--- config.mk ---
export PLATFORM = sky130hd
export DESIGN_NAME = dmem_port_arbiter_flat
export DESIGN_NICKNAME = d
export VERILOG_FILES = /design/src/rtl/dmem_port_arbiter_if.sv /design/src/rtl/dmem_port_arbiter.sv /design/src/flat_wrapper.sv
export SDC_FILE = /design/constraint.sdc
export NUM_CORES = 1
export LEC_CHECK = 0
export CAP_MARGIN = 0
export CORE_AREA = 2 2 110 112
export DETAILED_ROUTE_END_ITERATION = 8
export DIE_AREA = 0 0 112 114
export GPL_TIMING_DRIVEN = 0
export MAX_ROUTING_LAYER = met4
export PLACE_DENSITY = 0.72
export SETUP_SLACK_MARGIN = 0.5
export SLEW_MARGIN = 20
export SYNTH_ARGS = -nofsm -noshare
export SYNTH_HDL_FRONTEND = slang
export SYNTH_SLANG_ARGS = --single-unit
--- constraint.sdc ---
create_clock -name clk -period 3.4 [get_ports clk]
set_input_delay 0.85 -clock clk [delete_from_list [all_inputs] [get_ports clk]]
set_output_delay 0.85 -clock clk [all_outputs]
set_load 0.05 [all_outputs]
--- src/rtl/dmem_port_arbiter_if.sv ---
// Data-memory port bundle shared by the CPU, the loader and the memory.
// The arbiter takes the slave side; whatever drives requests takes master.
interface dmem_port_arbiter_if;
    logic        cpu_req;
    logic        cpu_we;
    logic [31:0] cpu_addr;
    logic [31:0] cpu_wdata;
    logic        cpu_stall;
    logic        ld_req;
    logic        ld_we;
    logic [31:0] ld_addr;
    logic [31:0] ld_wdata;
    logic        ld_gnt;
    logic [31:0] rdata;
    logic        mem_we;
    logic [31:0] mem_addr;
    logic [31:0] mem_wdata;
    logic [31:0] mem_rdata;
    logic        err;
    logic [15:0] stall_cnt;

    modport master (
        output cpu_req, cpu_we, cpu_addr, cpu_wdata,
        output ld_req, ld_we, ld_addr, ld_wdata,
        output mem_rdata,
        input  cpu_stall, ld_gnt, rdata,
        input  mem_we, mem_addr, mem_wdata,
        input  err, stall_cnt
    );

    modport slave (
        input  cpu_req, cpu_we, cpu_addr, cpu_wdata,
        input  ld_req, ld_we, ld_addr, ld_wdata,
        input  mem_rdata,
        output cpu_stall, ld_gnt, rdata,
        output mem_we, mem_addr, mem_wdata,
        output err, stall_cnt
    );
endinterface

--- src/rtl/dmem_port_arbiter.sv ---
// Round-robin arbiter with bounded bursts for the data-memory port,
// shared between the CPU load/store path and a loader/debug master.
module dmem_port_arbiter #(
    parameter int MAX_BURST  = 4,
    parameter int ADDR_LIMIT = 256
) (
    input logic               clk,
    input logic               rst,
    dmem_port_arbiter_if.slave bus
);
    localparam int BW = $clog2(MAX_BURST + 1);
    localparam logic [BW-1:0] BMAX = BW'(MAX_BURST);

    logic          owner;
    logic [BW-1:0] burst;
    logic          err_q;
    logic [15:0]   cnt_q;

    logic          win_ld;
    logic          cpu_gnt;
    logic          ld_gnt;
    logic          any_gnt;
    logic          gnt_we;
    logic          illegal;
    logic [31:0]   addr;
    logic [31:0]   wdata;

    always_comb begin
        // Under contention the owner keeps the port until its burst is used up.
        if (bus.cpu_req && bus.ld_req)
            win_ld = (burst == BMAX) ? ~owner : owner;
        else
            win_ld = bus.ld_req;
        ld_gnt  = ~rst & bus.ld_req & win_ld;
        cpu_gnt = ~rst & bus.cpu_req & ~win_ld;
        any_gnt = cpu_gnt | ld_gnt;
        addr    = ld_gnt ? bus.ld_addr : bus.cpu_addr;
        wdata   = ld_gnt ? bus.ld_wdata : bus.cpu_wdata;
        gnt_we  = ld_gnt ? bus.ld_we : (cpu_gnt & bus.cpu_we);
        illegal = any_gnt &
                  ((addr[1:0] != 2'b00) || (addr >= 32'(ADDR_LIMIT)));
    end

    assign bus.ld_gnt    = ld_gnt;
    assign bus.cpu_stall = ~rst & bus.cpu_req & ~cpu_gnt;
    assign bus.mem_addr  = addr;
    assign bus.mem_wdata = wdata;
    assign bus.mem_we    = gnt_we & ~illegal;
    assign bus.rdata     = bus.mem_rdata;
    assign bus.err       = err_q;
    assign bus.stall_cnt = cnt_q;

    always_ff @(posedge clk) begin
        if (rst) begin
            owner <= 1'b0;
            burst <= '0;
            err_q <= 1'b0;
            cnt_q <= '0;
        end else begin
            if (any_gnt) begin
                if (ld_gnt == owner) begin
                    if (burst != BMAX)
                        burst <= burst + 1'b1;
                end else begin
                    owner <= ld_gnt;
                    burst <= BW'(1);
                end
            end else begin
                burst <= '0;
            end
            err_q <= illegal;
            if (bus.cpu_stall && (cnt_q != 16'hFFFF))
                cnt_q <= cnt_q + 16'd1;
        end
    end
endmodule
--- src/flat_wrapper.sv ---
// flat-port wrapper written by rule: the top's interface ports become plain ports
module dmem_port_arbiter_flat 
#(
    parameter int MAX_BURST  = 4,
    parameter int ADDR_LIMIT = 256
)
  (clk, rst, bus_cpu_req, bus_cpu_we, bus_cpu_addr, bus_cpu_wdata, bus_ld_req, bus_ld_we, bus_ld_addr, bus_ld_wdata, bus_mem_rdata, bus_cpu_stall, bus_ld_gnt, bus_rdata, bus_mem_we, bus_mem_addr, bus_mem_wdata, bus_err, bus_stall_cnt);
  dmem_port_arbiter_if bus_i ();
  input logic clk;
  input logic rst;
  input wire logic [$bits(bus_i.cpu_req)-1:0] bus_cpu_req;
  input wire logic [$bits(bus_i.cpu_we)-1:0] bus_cpu_we;
  input wire logic [$bits(bus_i.cpu_addr)-1:0] bus_cpu_addr;
  input wire logic [$bits(bus_i.cpu_wdata)-1:0] bus_cpu_wdata;
  input wire logic [$bits(bus_i.ld_req)-1:0] bus_ld_req;
  input wire logic [$bits(bus_i.ld_we)-1:0] bus_ld_we;
  input wire logic [$bits(bus_i.ld_addr)-1:0] bus_ld_addr;
  input wire logic [$bits(bus_i.ld_wdata)-1:0] bus_ld_wdata;
  input wire logic [$bits(bus_i.mem_rdata)-1:0] bus_mem_rdata;
  output wire logic [$bits(bus_i.cpu_stall)-1:0] bus_cpu_stall;
  output wire logic [$bits(bus_i.ld_gnt)-1:0] bus_ld_gnt;
  output wire logic [$bits(bus_i.rdata)-1:0] bus_rdata;
  output wire logic [$bits(bus_i.mem_we)-1:0] bus_mem_we;
  output wire logic [$bits(bus_i.mem_addr)-1:0] bus_mem_addr;
  output wire logic [$bits(bus_i.mem_wdata)-1:0] bus_mem_wdata;
  output wire logic [$bits(bus_i.err)-1:0] bus_err;
  output wire logic [$bits(bus_i.stall_cnt)-1:0] bus_stall_cnt;
  assign bus_i.cpu_req = bus_cpu_req;
  assign bus_i.cpu_we = bus_cpu_we;
  assign bus_i.cpu_addr = bus_cpu_addr;
  assign bus_i.cpu_wdata = bus_cpu_wdata;
  assign bus_i.ld_req = bus_ld_req;
  assign bus_i.ld_we = bus_ld_we;
  assign bus_i.ld_addr = bus_ld_addr;
  assign bus_i.ld_wdata = bus_ld_wdata;
  assign bus_i.mem_rdata = bus_mem_rdata;
  assign bus_cpu_stall = bus_i.cpu_stall;
  assign bus_ld_gnt = bus_i.ld_gnt;
  assign bus_rdata = bus_i.rdata;
  assign bus_mem_we = bus_i.mem_we;
  assign bus_mem_addr = bus_i.mem_addr;
  assign bus_mem_wdata = bus_i.mem_wdata;
  assign bus_err = bus_i.err;
  assign bus_stall_cnt = bus_i.stall_cnt;
  dmem_port_arbiter #(.MAX_BURST(MAX_BURST), .ADDR_LIMIT(ADDR_LIMIT)) u_core (.clk(clk), .rst(rst), .bus(bus_i));
endmodule
==> impl_metrics.csv <==
group,metric,value,unit
global_route,grt_pass1_vias,2960,
worst_setup_path,critPathSlowestCell,"dfxtp_2",
placement,hpwl,9430,um
power_and_ir_drop,p_leak,0.00225,uW
floorplan,core_area,11700,um^2
clocking,cts.sinks,21,
clocking,clk_pin_slew_worst_paths,0.06,ns
drt,dr.pass1.iters,4,
worst_setup_path,r2r_cells,11,
worst_setup_path,cp-end-kind,"output port",
worst_setup_path,max_stage_delay,0.34,ns
synthesis,ys_ff_latch,21,
timing,tns,0,ns
synthesis,syn_inst,247,
clocking,clk_root_buffer_cell,"clkbuf_16",
worst_setup_path,crit_required,2.55,ns
worst_setup_path,crit_chain,"inv_2, ha_4, and3b_1, clkbuf_8, o311a_1, buf_6, buf_12, buf_12, mux2_4, buf_8",
drt,ant_nets,0,
finish,nets,685,
hold_path,min_path_type,"flop to flop",
timing,finalSetupViolCount,0,
synthesis,avgSynthCellArea,9.19,um^2
global_route,grt_pass1_wl,15600,um
global_route,antenna_found_initial,2,
timing,worst_pin_slew,0.577,ns
drt,vias,2918,
clocking,htreeDepth,1,
timing,drv_slew,0,
timing,maxSlewHeadroom,0.614,
worst_setup_path,r2r_slack,1.34,ns
drt,drt_iter0_drc,58,
finish,stdcell_count,664,
timing,period_share,0.925,
worst_setup_path,r2r_start,"u_core.burst[0]$_SDFFE_PP0P_",
worst_setup_path,crit_top_cell,"buf_12",
placement,place_congestion,0.899,
power_and_ir_drop,peakVddDrop,139,uV
placement,placed_cells,643,
status,status,"finished, final reports clean",
worst_setup_path,worstPathMaxFanout,8,
placement,place_ws,-0.880,ns
power_and_ir_drop,pwr-share-clk,0.179,
floorplan,dieArea,12800,um^2
clocking,clockBufferDepth,2,
global_route,grt_util_all_layers,0.159,
floorplan,start_util,0.194,
drt,vias_per_cell,4.39,
timing,hold_violations,0,
synthesis,seq_area_frac_synth,0.185,
power_and_ir_drop,p_switching,559,uW
floorplan,rows,40,
global_route,overflow,0,
power_and_ir_drop,seqPwrFrac,0.184,
clocking,cts_hold_buf,0,
hold_path,whs_endpoint,"u_core.bus.stall_cnt[6]$_SDFFE_PP0P_",
synthesis,synth_nets,416,
power_and_ir_drop,combinationalPowerShare,0.637,
power_and_ir_drop,switching_share,0.403,
finish,layout-drive-gt1-share,0.414,
worst_setup_path,crit_type,"flop to output port",
global_route,grt_max_degree,12,
drt,route.detailed.drc,0,
clocking,insertion_delay,0.25,ns
drt,wire_per_inst,16.5,um
power_and_ir_drop,power.density,254,nW/um^2
floorplan,die_w,112,um
finish,fin_util,0.466,
timing,max_freq,0.318,GHz
synthesis,yosysWarningCount,0,
run,cap_viol_max_count,0,
floorplan,io_pins,282,
worst_setup_path,start_kind,"flop",
drt,drt_wl_total,10900,um
power_and_ir_drop,p_int,828,uW
hold_path,min-delay-start,"u_core.bus.stall_cnt[6]$_SDFFE_PP0P_",
synthesis,synth.distinct_cells,34,
timing,fin_crit,3.15,ns
hold_path,whs_path_depth,1,
clocking,cts_made_buffers,3,
worst_setup_path,crit_arrival,2.30,ns
worst_setup_path,regToRegEndpoint,"u_core.burst[2]$_SDFFE_PP0N_",
floorplan,die_height,114,um
placement,io_buffer_count,249,
timing,rsz0062_at_grt,"true",
finish,area_growth,140,%
timing,clock_skew,0.00123,ns
clocking,cts_tree,"done",
synthesis,synth_area,2270,um^2
timing,worst_slack,0.255,ns
## repair_timing
item	CTS	global route
buffers inserted	12	0
hold endpoints to repair	0	0
pin swaps	22	0
endpoints found under the setup margin	67	67
cloned	1	2
gates resized for setup	552	9
## cell usage in the layout, fill, tap and decap left out, drive strengths merged, types with 3 or more instances in the layout
master / n
nor3: 4
xnor2: 14
buf: 121
a21oi: 4
dlygate4sd2: 40
dfxtp: 21
ha: 3
clkdlybuf4s50: 140
clkbuf: 8
nand4: 7
nand2: 12
mux2i: 4
nor4: 18
mux2: 64
nand3: 7
nor2: 21
o21ai: 4
inv: 5
## power by group through the flow
stage | sequential (uW) | combinational (uW) | clock (uW)
6_report | 255 | 884 | 248
5_1_grt | 255 | 913 | 265
4_1_cts | 255 | 876 | 253
3_5_place_dp | 261 | 822 | 0
3_3_place_gp | 260 | 816 | 0
2_1_floorplan | 265 | 462 | 0
## per-layer routing
layer  up-vias  GRT usage  part of all wire
li1       1417          -                 -
met3        24     0.0377             0.076
met5         -          -                 0
met1      1319      0.171              0.37
met4         0     0.0496             0.028
met2       158      0.291              0.53
## worst max path at each step
stage                                       startpoint          endpoint  slack (ns)  cells after the start
after floorplan           u_core.burst[0]$_SDFFE_PP0P_        bus_mem_we        0.45                     10
after global placement                             rst  bus_mem_addr[24]       -0.87                      8
after detailed placement                           rst   bus_mem_addr[3]       -0.88                      8
after CTS                              bus_ld_addr[25]        bus_mem_we        0.27                      7
after global routing      u_core.burst[0]$_SDFFE_PP0P_        bus_mem_we        0.18                     12
final                     u_core.burst[0]$_SDFFE_PP0P_  bus_mem_addr[24]        0.25                     10
## state kept, by name, summed over array words and instances, names as in the netlist
register,count
u_core.bus.err,1
u_core.owner,1
u_core.bus.stall_cnt,16
u_core.burst,3
## logic make-up (layout without fill, tap and decap cells)
logic type,count (synthesis),count (layout),share of synthesized area
compound gates,18,18,0.0573
flops,21,21,0.185
xor+xnor,14,14,0.0540
mux,68,68,0.368
fa+ha+maj,3,3,0.0165
simple gates,76,76,0.172
buf+inv,47,315,0.147
other cells,0,2,0
## layout make-up
| type | instances | area, um^2 |
|---|---|---|
| fillers | 1115 | 6250 |
| repair buffers | 264 | 2730 |
| multi-input cells | 179 | 1630 |
| flip-flops and latches | 21 | 423 |
| plain buffers | 42 | 395 |
| well taps | 147 | 184 |
| clock buffers | 4 | 78.8 |
| inverters | 5 | 18.8 |
| diodes | 2 | 5.00 |
## synth_stat cells, drive strengths merged
| master | instances | area, um^2 |
|---|---|---|
| mux2 | 64 | 796 |
| buf | 40 | 305 |
| dfxtp | 21 | 420 |
| nor2 | 21 | 78.8 |
| nor4 | 18 | 113 |
| xnor2 | 14 | 123 |
| nand2 | 12 | 45.0 |
| nand3 | 7 | 35.0 |
| nand4 | 7 | 43.8 |
| inv | 5 | 18.8 |
| a21oi | 4 | 20.0 |
| mux2i | 4 | 40.0 |
| nor3 | 4 | 20.0 |
| o21ai | 4 | 20.0 |
| ha | 3 | 37.5 |
| a211oi | 2 | 15.0 |
| and3b | 2 | 17.5 |
| and4 | 2 | 17.5 |
| clkbuf | 2 | 8.75 |
| o311a | 2 | 20.0 |
| a21boi | 1 | 11.3 |
| a31o | 1 | 8.76 |
| a31oi | 1 | 6.26 |
| and3 | 1 | 6.26 |
| nand2b | 1 | 6.26 |
| nor4b | 1 | 8.76 |
| o2111ai | 1 | 8.76 |
| o211ai | 1 | 7.51 |
| o31ai | 1 | 12.5 |
## critical path: cells and delay by family, from the launching register on
family / cells / cell delay (ns)
adders and majority gates: 1 / 0.16
AOI/OAI and AO/OA: 1 / 0.29
buffers and inverters: 6 / 0.75
DFF: 1 / 0.34
muxes: 1 / 0.32
and+or+nand+nor: 1 / 0.18
## metrics by stage
step	cell area, um^2	power (uW)	hold slack, ns
finish	5460	1390	0.503
global route	5460	1430	0.539
CTS	5380	1380	0.514
detailed placement	5000	1080	0.478
global placement	5000	1080	0.461
floorplan	2320	727	0.450
Note: power is estimated with default switching activity, not from simulation.
